### config.mk
export PLATFORM = sky130hd
export DESIGN_NAME = ex_unit
export DESIGN_NICKNAME = d
export VERILOG_FILES = /design/src/rtl/ex_unit.sv
export SDC_FILE = /design/constraint.sdc
export NUM_CORES = 1
export LEC_CHECK = 0
export CAP_MARGIN = 20
export CORE_MARGIN = 2
export CORE_UTILIZATION = 50
export CTS_CLUSTER_SIZE = 28
export DETAILED_ROUTE_END_ITERATION = 6
export PLACE_DENSITY = 0.79
export SYNTH_ARGS = -nofsm -noshare
export SYNTH_HDL_FRONTEND = slang
export SYNTH_SLANG_ARGS = --single-unit
### constraint.sdc
create_clock -name clk -period 6.9 [get_ports clk]
set_input_delay 1.38 -clock clk [delete_from_list [all_inputs] [get_ports clk]]
set_output_delay 1.38 -clock clk [all_outputs]
set_load 0.05 [all_outputs]
### src/rtl/ex_unit.sv
// ex_unit: execute stage with operand forwarding and single-cycle logic,
// arithmetic and shift operations. A registered output stage sits behind a
// valid/ready handshake.
// Optional feature macro: EX_UNIT_MUL_EN. When it is defined, the unit adds an
// iterative shift-add multiplier and the BUSY state. When it is undefined,
// opcode 11 is a single-cycle op that returns 0.
module ex_unit #(
    parameter int WIDTH   = 16,
    parameter int NUM_FWD = 2,
    parameter int SELW    = $clog2(NUM_FWD + 1)
) (
    input  logic                     clk,
    input  logic                     reset_n,
    input  logic                     in_valid,
    output logic                     in_ready,
    input  logic [3:0]               op,
    input  logic [WIDTH-1:0]         src_a,
    input  logic [WIDTH-1:0]         src_b,
    input  logic [WIDTH-1:0]         st_data,
    input  logic [SELW-1:0]          fwd_sel_a,
    input  logic [SELW-1:0]          fwd_sel_b,
    input  logic [SELW-1:0]          fwd_sel_c,
    input  logic [NUM_FWD*WIDTH-1:0] fwd_data,
    output logic                     out_valid,
    input  logic                     out_ready,
    output logic [WIDTH-1:0]         alu_out,
    output logic [WIDTH-1:0]         st_wdata_out
);
    localparam int SHW = $clog2(WIDTH);

    typedef enum logic [1:0] {ST_IDLE, ST_BUSY, ST_FULL} state_e;
    typedef enum logic [3:0] {
        OP_ADD = 4'd0, OP_AND = 4'd1, OP_NOT = 4'd2, OP_PASS_A = 4'd3,
        OP_PASS_B = 4'd4, OP_SLL = 4'd5, OP_SRL = 4'd6, OP_SRA = 4'd7,
        OP_SUB = 4'd8, OP_OR = 4'd9, OP_XOR = 4'd10, OP_MUL = 4'd11
    } op_e;

    state_e           state_q, state_d;
    logic [WIDTH-1:0] alu_q, alu_d;
    logic [WIDTH-1:0] st_q, st_d;
    logic [WIDTH-1:0] op_a, op_b, op_c, result;
    logic             accept;

`ifdef EX_UNIT_MUL_EN
    logic [SHW-1:0]   cnt_q, cnt_d;
    logic [WIDTH-1:0] mcand_q, mcand_d;
    logic [WIDTH-1:0] mplier_q, mplier_d;
    logic [WIDTH-1:0] prod_q, prod_d;
    logic [WIDTH-1:0] pend_q, pend_d;
    logic [WIDTH-1:0] addend;
`endif

    // A select of 0, or a select beyond the last source, keeps the register value.
    function automatic logic [WIDTH-1:0] fwd_pick(
        input logic [SELW-1:0]          sel,
        input logic [WIDTH-1:0]         reg_val,
        input logic [NUM_FWD*WIDTH-1:0] fwd
    );
        logic [WIDTH-1:0] v;
        v = reg_val;
        for (int k = 1; k <= NUM_FWD; k++) begin
            if (int'(sel) == k) v = fwd[(k-1)*WIDTH +: WIDTH];
        end
        return v;
    endfunction

    assign op_a      = fwd_pick(fwd_sel_a, src_a, fwd_data);
    assign op_b      = fwd_pick(fwd_sel_b, src_b, fwd_data);
    assign op_c      = fwd_pick(fwd_sel_c, st_data, fwd_data);
    assign out_valid = (state_q == ST_FULL);
    assign in_ready  = (state_q == ST_IDLE) || ((state_q == ST_FULL) && out_ready);
    assign accept    = in_valid && in_ready;
    assign alu_out      = alu_q;
    assign st_wdata_out = st_q;

    // Single-cycle result. MUL and the unused opcodes fall through to 0.
    // NOTE: a combinational block assigns every output a default first, so no path infers a latch.
    always_comb begin
        result = '0;
        case (op)
            OP_ADD:    result = op_a + op_b;
            OP_AND:    result = op_a & op_b;
            OP_NOT:    result = ~op_a;
            OP_PASS_A: result = op_a;
            OP_PASS_B: result = op_b;
            OP_SLL:    result = op_a << op_b[SHW-1:0];
            OP_SRL:    result = op_a >> op_b[SHW-1:0];
            OP_SRA:    result = $signed(op_a) >>> op_b[SHW-1:0];
            OP_SUB:    result = op_a - op_b;
            OP_OR:     result = op_a | op_b;
            OP_XOR:    result = op_a ^ op_b;
            default:   result = '0;
        endcase
    end

    // Next state. The result registers load only on the edge that enters FULL.
    always_comb begin
        state_d = state_q;
        alu_d   = alu_q;
        st_d    = st_q;
`ifdef EX_UNIT_MUL_EN
        cnt_d    = cnt_q;
        mcand_d  = mcand_q;
        mplier_d = mplier_q;
        prod_d   = prod_q;
        pend_d   = pend_q;
        addend   = mplier_q[0] ? mcand_q : '0;
`endif
        case (state_q)
            ST_IDLE, ST_FULL: begin
                if (accept) begin
`ifdef EX_UNIT_MUL_EN
                    if (op == OP_MUL) begin
                        state_d  = ST_BUSY;
                        cnt_d    = SHW'(WIDTH - 1);
                        mcand_d  = op_a;
                        mplier_d = op_b;
                        prod_d   = '0;
                        pend_d   = op_c;
                    end else
`endif
                    begin
                        state_d = ST_FULL;
                        alu_d   = result;
                        st_d    = op_c;
                    end
                end else if ((state_q == ST_FULL) && out_ready) begin
                    state_d = ST_IDLE;
                end
            end
`ifdef EX_UNIT_MUL_EN
            ST_BUSY: begin
                prod_d   = prod_q + addend;
                mcand_d  = mcand_q << 1;
                mplier_d = mplier_q >> 1;
                cnt_d    = cnt_q - SHW'(1);
                if (cnt_q == '0) begin
                    state_d = ST_FULL;
                    cnt_d   = '0;
                    alu_d   = prod_q + addend;
                    st_d    = pend_q;
                end
            end
`endif
            default: state_d = ST_IDLE;
        endcase
    end

    // State and output registers, with synchronous reset.
    // NOTE: sequential state uses non-blocking assignments so every flop samples pre-edge values.
    always_ff @(posedge clk) begin
        if (!reset_n) begin
            state_q <= ST_IDLE;
            alu_q   <= '0;
            st_q    <= '0;
        end else begin
            state_q <= state_d;
            alu_q   <= alu_d;
            st_q    <= st_d;
        end
    end

`ifdef EX_UNIT_MUL_EN
    // Multiplier iteration registers. Reset clears them and aborts a multiply in flight.
    always_ff @(posedge clk) begin
        if (!reset_n) begin
            cnt_q    <= '0;
            mcand_q  <= '0;
            mplier_q <= '0;
            prod_q   <= '0;
            pend_q   <= '0;
        end else begin
            cnt_q    <= cnt_d;
            mcand_q  <= mcand_d;
            mplier_q <= mplier_d;
            prod_q   <= prod_d;
            pend_q   <= pend_d;
        end
    end
`endif

endmodule

# Word-level counts from Yosys, hierarchy flattened
# Index checks and enable logic that the tools add are counted.
[word_totals]
reg_bits = 33
latch_bits = 0
ramBits = 0
mem_bits_ro = 0
in_bits = 94
out_inout_bits = 34
elab_cells = 46
n_memories = 0
[op_classes]
n_addsub = 2
multipliers = 0
n_div = 0
magnitude_cmp = 0
n_eq_ne = 16
shifts = 3
muxes = 9
n_bitwise = 4
n_reduce_logical = 9
[ops]
columns = ["op", "n"]
rows = [
  ["$pmux 16 s11", 1],
  ["$mux 16", 6],
  ["$add 16x16->16", 1],
  ["$and 16x16->16", 1],
  ["$eq 4x3->1 const B", 4],
  ["$not 16->16", 1],
  ["$or 16x16->16", 1],
  ["$shl 16x4->16", 1],
  ["$shr 16x4->16", 1],
  ["$sshr 16x4->16", 1],
  ["$sub 16x16->16", 1],
  ["$xor 16x16->16", 1],
  ["$eq 2x2->1 const B", 6],
  ["$eq 4x4->1 const B", 3],
  ["$eq 4x2->1 const B", 2],
  ["$eq 4x1->1 const B", 1],
  ["$logic_not 4->1", 1],
  ["$mux 2", 2],
  ["$reduce_and 2->1", 2],
  ["$logic_and 1x1->1", 2],
  ["$logic_not 2->1", 1],
  ["$reduce_bool 2->1", 1],
  ["$reduce_or 2->1", 1],
  ["$logic_or 1x1->1", 1],
]

# Longest topological paths before layout
[depth]
word_depth = 5
ltp_mapped = 20

# Worst setup path after synthesis
# No wires, ideal clock.
[synth_timing]
path_kind = "input -> register"
start = "in fwd_sel_b[0]"
end = "reg alu_q[11], in the netlist alu_out[11]"
setup_ns = 0.133
arrival_time_ns = 4.858
required_ns = 6.767
setup_slack_ns = 1.909
stages = 18
cell_sequence = "buf_6 > buf_12 > mux2i_4 > mux2i_4 > buf_6 > buf_6 > or3_1 > nor2_1 > nand3_1 > nand2_1 > xnor2_1 > ha_1 > a21o_1 > or4_1 > o21ai_0 > xnor2_1 > a2111oi_1 > a211oi_1"
[synth_between]
elab_chain_cells = 5
[synth_rtl]
columns = ["element", "line_no", "rtl"]
rows = [
  ["start: declaration", "21", "input logic [SELW-1:0] fwd_sel_b,"],
  ["$eq 2x2->1", "62", "if (int'(sel) == k) v = fwd[(k-1)*WIDTH +: WIDTH];"],
  ["$mux 16", "62", ""],
  ["$mux 16 *", "62", ""],
  ["$sub 16x16->16, or another cell as far along", "89", "OP_SUB: result = op_a - op_b;"],
  ["$pmux 16 s11 *", "80", "case (op)"],
  ["end signal: assignment", "158", "alu_q <= alu_d;"],
  ["end: declaration", "39", "logic [WIDTH-1:0] alu_q, alu_d;"],
]
# Every way passes the cells marked *; elsewhere a longest branch is shown, timed or not.
# A chain may end at the register's enable or synchronous reset.

# Worst setup path in the final report
# Same ends and word-level chain as after synthesis.

==> out/qor.csv <==
metric;value;unit
synthesized instance count;856;
detailed-route via count;7352;
post-CTS setup buffer count;0;
row cnt;41;
Synth Flop Type;dfxtp_1;
Post-synth EDFFs;0;
Yosys reg bits;33;
Startpoint Class;input port;
Ant. Diodes;0;
min-delay src;st_wdata_out[15];
met2 Track Usage GR;0.5269;
Placed Area;7776;µm²
post_cts resized;0;
Num CTS Buffers;5;
Buffers on Ports;127;
post-synth net total;998;
worst path cell trace;buf_2 -> buf_4 -> mux2i_1 -> mux2_4 -> nand3_1 -> or3_1 -> nor2_1 -> nand3_1 -> nand2_1 -> xnor2_1 -> ha_1 -> a21o_1 -> or4_1 -> o21ai_0 -> xnor2_1 -> a2111oi_1 -> a211oi_1;
Yosys cell types;70;
clk_skew;0.007141;ns
M1 GR Usage;0.4436;
reg2reg start;state_q[1];
largest net degree at the start of global routing;49;
placed wire-length estimate;17710;µm
Hold Path Class;flop to flop;
worst setup path category;input port to flop;
DRT antenna net count;0;
Pre-antenna DRT Iters;5;
sequential fraction of the synthesis area;0.1020;
via density per instance;6.558;
Clock H-tree levels;2;
1st-iter DRT viols;771;
fin nets;1090;
GRT Total Usage;0.3296;
Avg Cell Area, Syn;7.564;µm²
Max-Cap Viols;0;
crit path DAT;5.90;ns
Critical path origin;fwd_sel_b[0];
placeable core region;12620;µm²
CTS root buf;clkbuf_16;
fin area;7976;µm²
WL/cell;21.23;µm
VDD IR-drop max;0.00008714;V
CTS hold repair buffers;0;
fillers;1182;
most frequent cells in the layout;mux2i_1, clkdlybuf4s50_1, a21oi_1, nand2_1, nor2_1;
critical path capture point;alu_out[11];
total gr overflow;0;
vias in the first global route;6784;
reg2reg end;alu_out[10];
fraction of layout cells with a size suffix above 1;0.06955;
chip width;117.8;µm
RD Place Congestion;1.027;
die area;13880;µm²
CTS tree;yes;
# setup viols final;0;
Crit. End Element;flop;
GR peak layer;met2;
Slew HR;0.2962;
Crit path required time;7.06;ns
Max Fanout on Critical Path;35;
setup_tns;0;ns
Routed WL;23800;µm
worst-margin pin slew;1.026;ns
die height;117.8;µm
Hold Violations, Final;0;
Initial Utilization;0.5131;
Final min period;5.746;ns
Achievable Freq;174.0;MHz
# DRC;0;
status;finished, final reports clean;
Synth Warn #;0;
initial antenna violation count;0;
crit path max-delay cell type;or4_1;
clock sink count;33;
met3 usage;0.06298;
clock buffer depth;2;
first-pass GRT wire length;37420;µm
IO Count;128;
worst skew pair latency;0.29;ns
unrepaired setup endpoints after global routing;no;
Slew Limit Fails;0;
Tcrit/Tclk final;0.8327;
Async S/R FF share, synth;0;
Post-Syn Area;6475;µm²
clk slew on worst S/H paths;0.06;ns
reg2reg path depth;8;
P_leak;3.293;nW
Power Density;157.4;nW/µm²
Layout area overhead;23.19;%
worst reg2reg setup slack;4.14;ns
Crit path largest cell delay;0.50;ns
state kept, by name, summed over array words and instances, names as in the netlist:
name / flops
alu_out: 16
state_q: 1
st_wdata_out: 16
cells in the mapped netlist (all sizes together) (2+ instances only):
cell	count	area, µm²
nand2b	5	31.28
a22o	2	17.52
a211o	2	17.52
a2bb2oi	2	17.52
a2111oi	2	18.77
o2111a	2	22.52
o21a	2	15.01
a221oi	15	131.4
a22oi	13	97.59
or2	2	12.52
nor4	2	27.53
and3	5	31.28
ha	47	588.1
clkbuf	33	123.9
xnor2	23	201.4
mux2	17	195.2
nor2	57	214.0
nor3	11	55.05
or3	4	25.02
dfxtp	33	660.6
mux2i	135	1419
a21oi	82	414.2
a211oi	55	417.9
nand4	6	37.54
nand2	61	229.0
a21o	5	37.54
o22ai	3	18.77
a31oi	9	56.30
nor3b	2	15.01
inv	36	137.6
o211ai	10	75.07
o31ai	3	22.52
o221ai	4	35.03
o2111ai	4	35.03
xor2	5	43.79
a311oi	4	35.03
o21ai	46	230.2
and2	9	56.30
nor2b	41	256.5
nand3	15	75.07
buf	28	188.9
or4	3	30.03
worst max-delay path, delay by kind of cell:
kind                     cells  cell delay [ns]
AND/OR/NAND/NOR              6             1.57
adder cells (fa/ha/maj)      1             0.36
XOR/XNOR                     2             0.18
multiplexers                 2             0.74
AO/OA/AOI/OAI                4             0.94
buffers and inverters        2             0.70
report_power, final:
group | leakage [nW] | switching, W | internal, W
Clock | 0.0841 | 0.0000943 | 0.000181
Combinational | 2.94 | 0.000460 | 0.000308
Sequential | 0.270 | 0.00000911 | 0.000204
through the flow:
stage	hold slack [ns]	util	worst slack [ns]	power, W	instances
2_1_floorplan	0.7325	-	1.909	0.0007412	856
3_3_place_gp	0.4736	0.6162	1.066	0.0009520	1112
3_5_place_dp	0.4831	0.6162	0.9900	0.0009547	1112
4_1_cts	0.4958	0.6299	1.215	0.001234	1120
5_1_grt	0.5217	0.6321	0.8000	0.001320	1121
6_report	0.4985	0.6321	1.154	0.001255	1121
routing by layer:
metal	share of wire	vias to the layer above
li1	-	3374
met3	0.10	80
met1	0.42	3406
met2	0.44	492
met4	0.035	0
met5	0	-
worst min-delay path by stage:
stage / depth (start not counted) / slack (ns) / to
after floorplan: 2 / 0.73 / st_wdata_out[15]
after global placement: 2 / 0.47 / st_wdata_out[15]
after detailed placement: 2 / 0.48 / st_wdata_out[15]
after CTS: 2 / 0.50 / st_wdata_out[15]
after global routing: 2 / 0.52 / st_wdata_out[15]
final: 2 / 0.50 / st_wdata_out[15]
logic make-up (layout without fill, tap and decap cells):
family,after synthesis,after routing,share of synthesized area
AOI/OAI and AO/OA,272,272,0.2744
and+or+nand+nor,225,225,0.1724
muxes,152,152,0.2493
buffers and inverters,98,191,0.07015
adders and majority gates,48,48,0.09391
DFF,33,33,0.1020
xor gates and xnor gates,28,28,0.03787
area by class of cell:
| cell class | instances | area (µm²) | share of cell area |
|---|---|---|---|
| sequential | 33 | 660.6 | 0.08282 |
| tap | 172 | 215.2 | 0.02698 |
| inverter | 37 | 141.4 | 0.01773 |
| clock inverter | 1 | 30.03 | 0.003765 |
| clock buffer | 7 | 142.6 | 0.01788 |
| multi-input combinational | 725 | 5368 | 0.6729 |
| timing repair buffer | 146 | 1419 | 0.1779 |
Note: power is estimated with default switching activity, not from simulation.
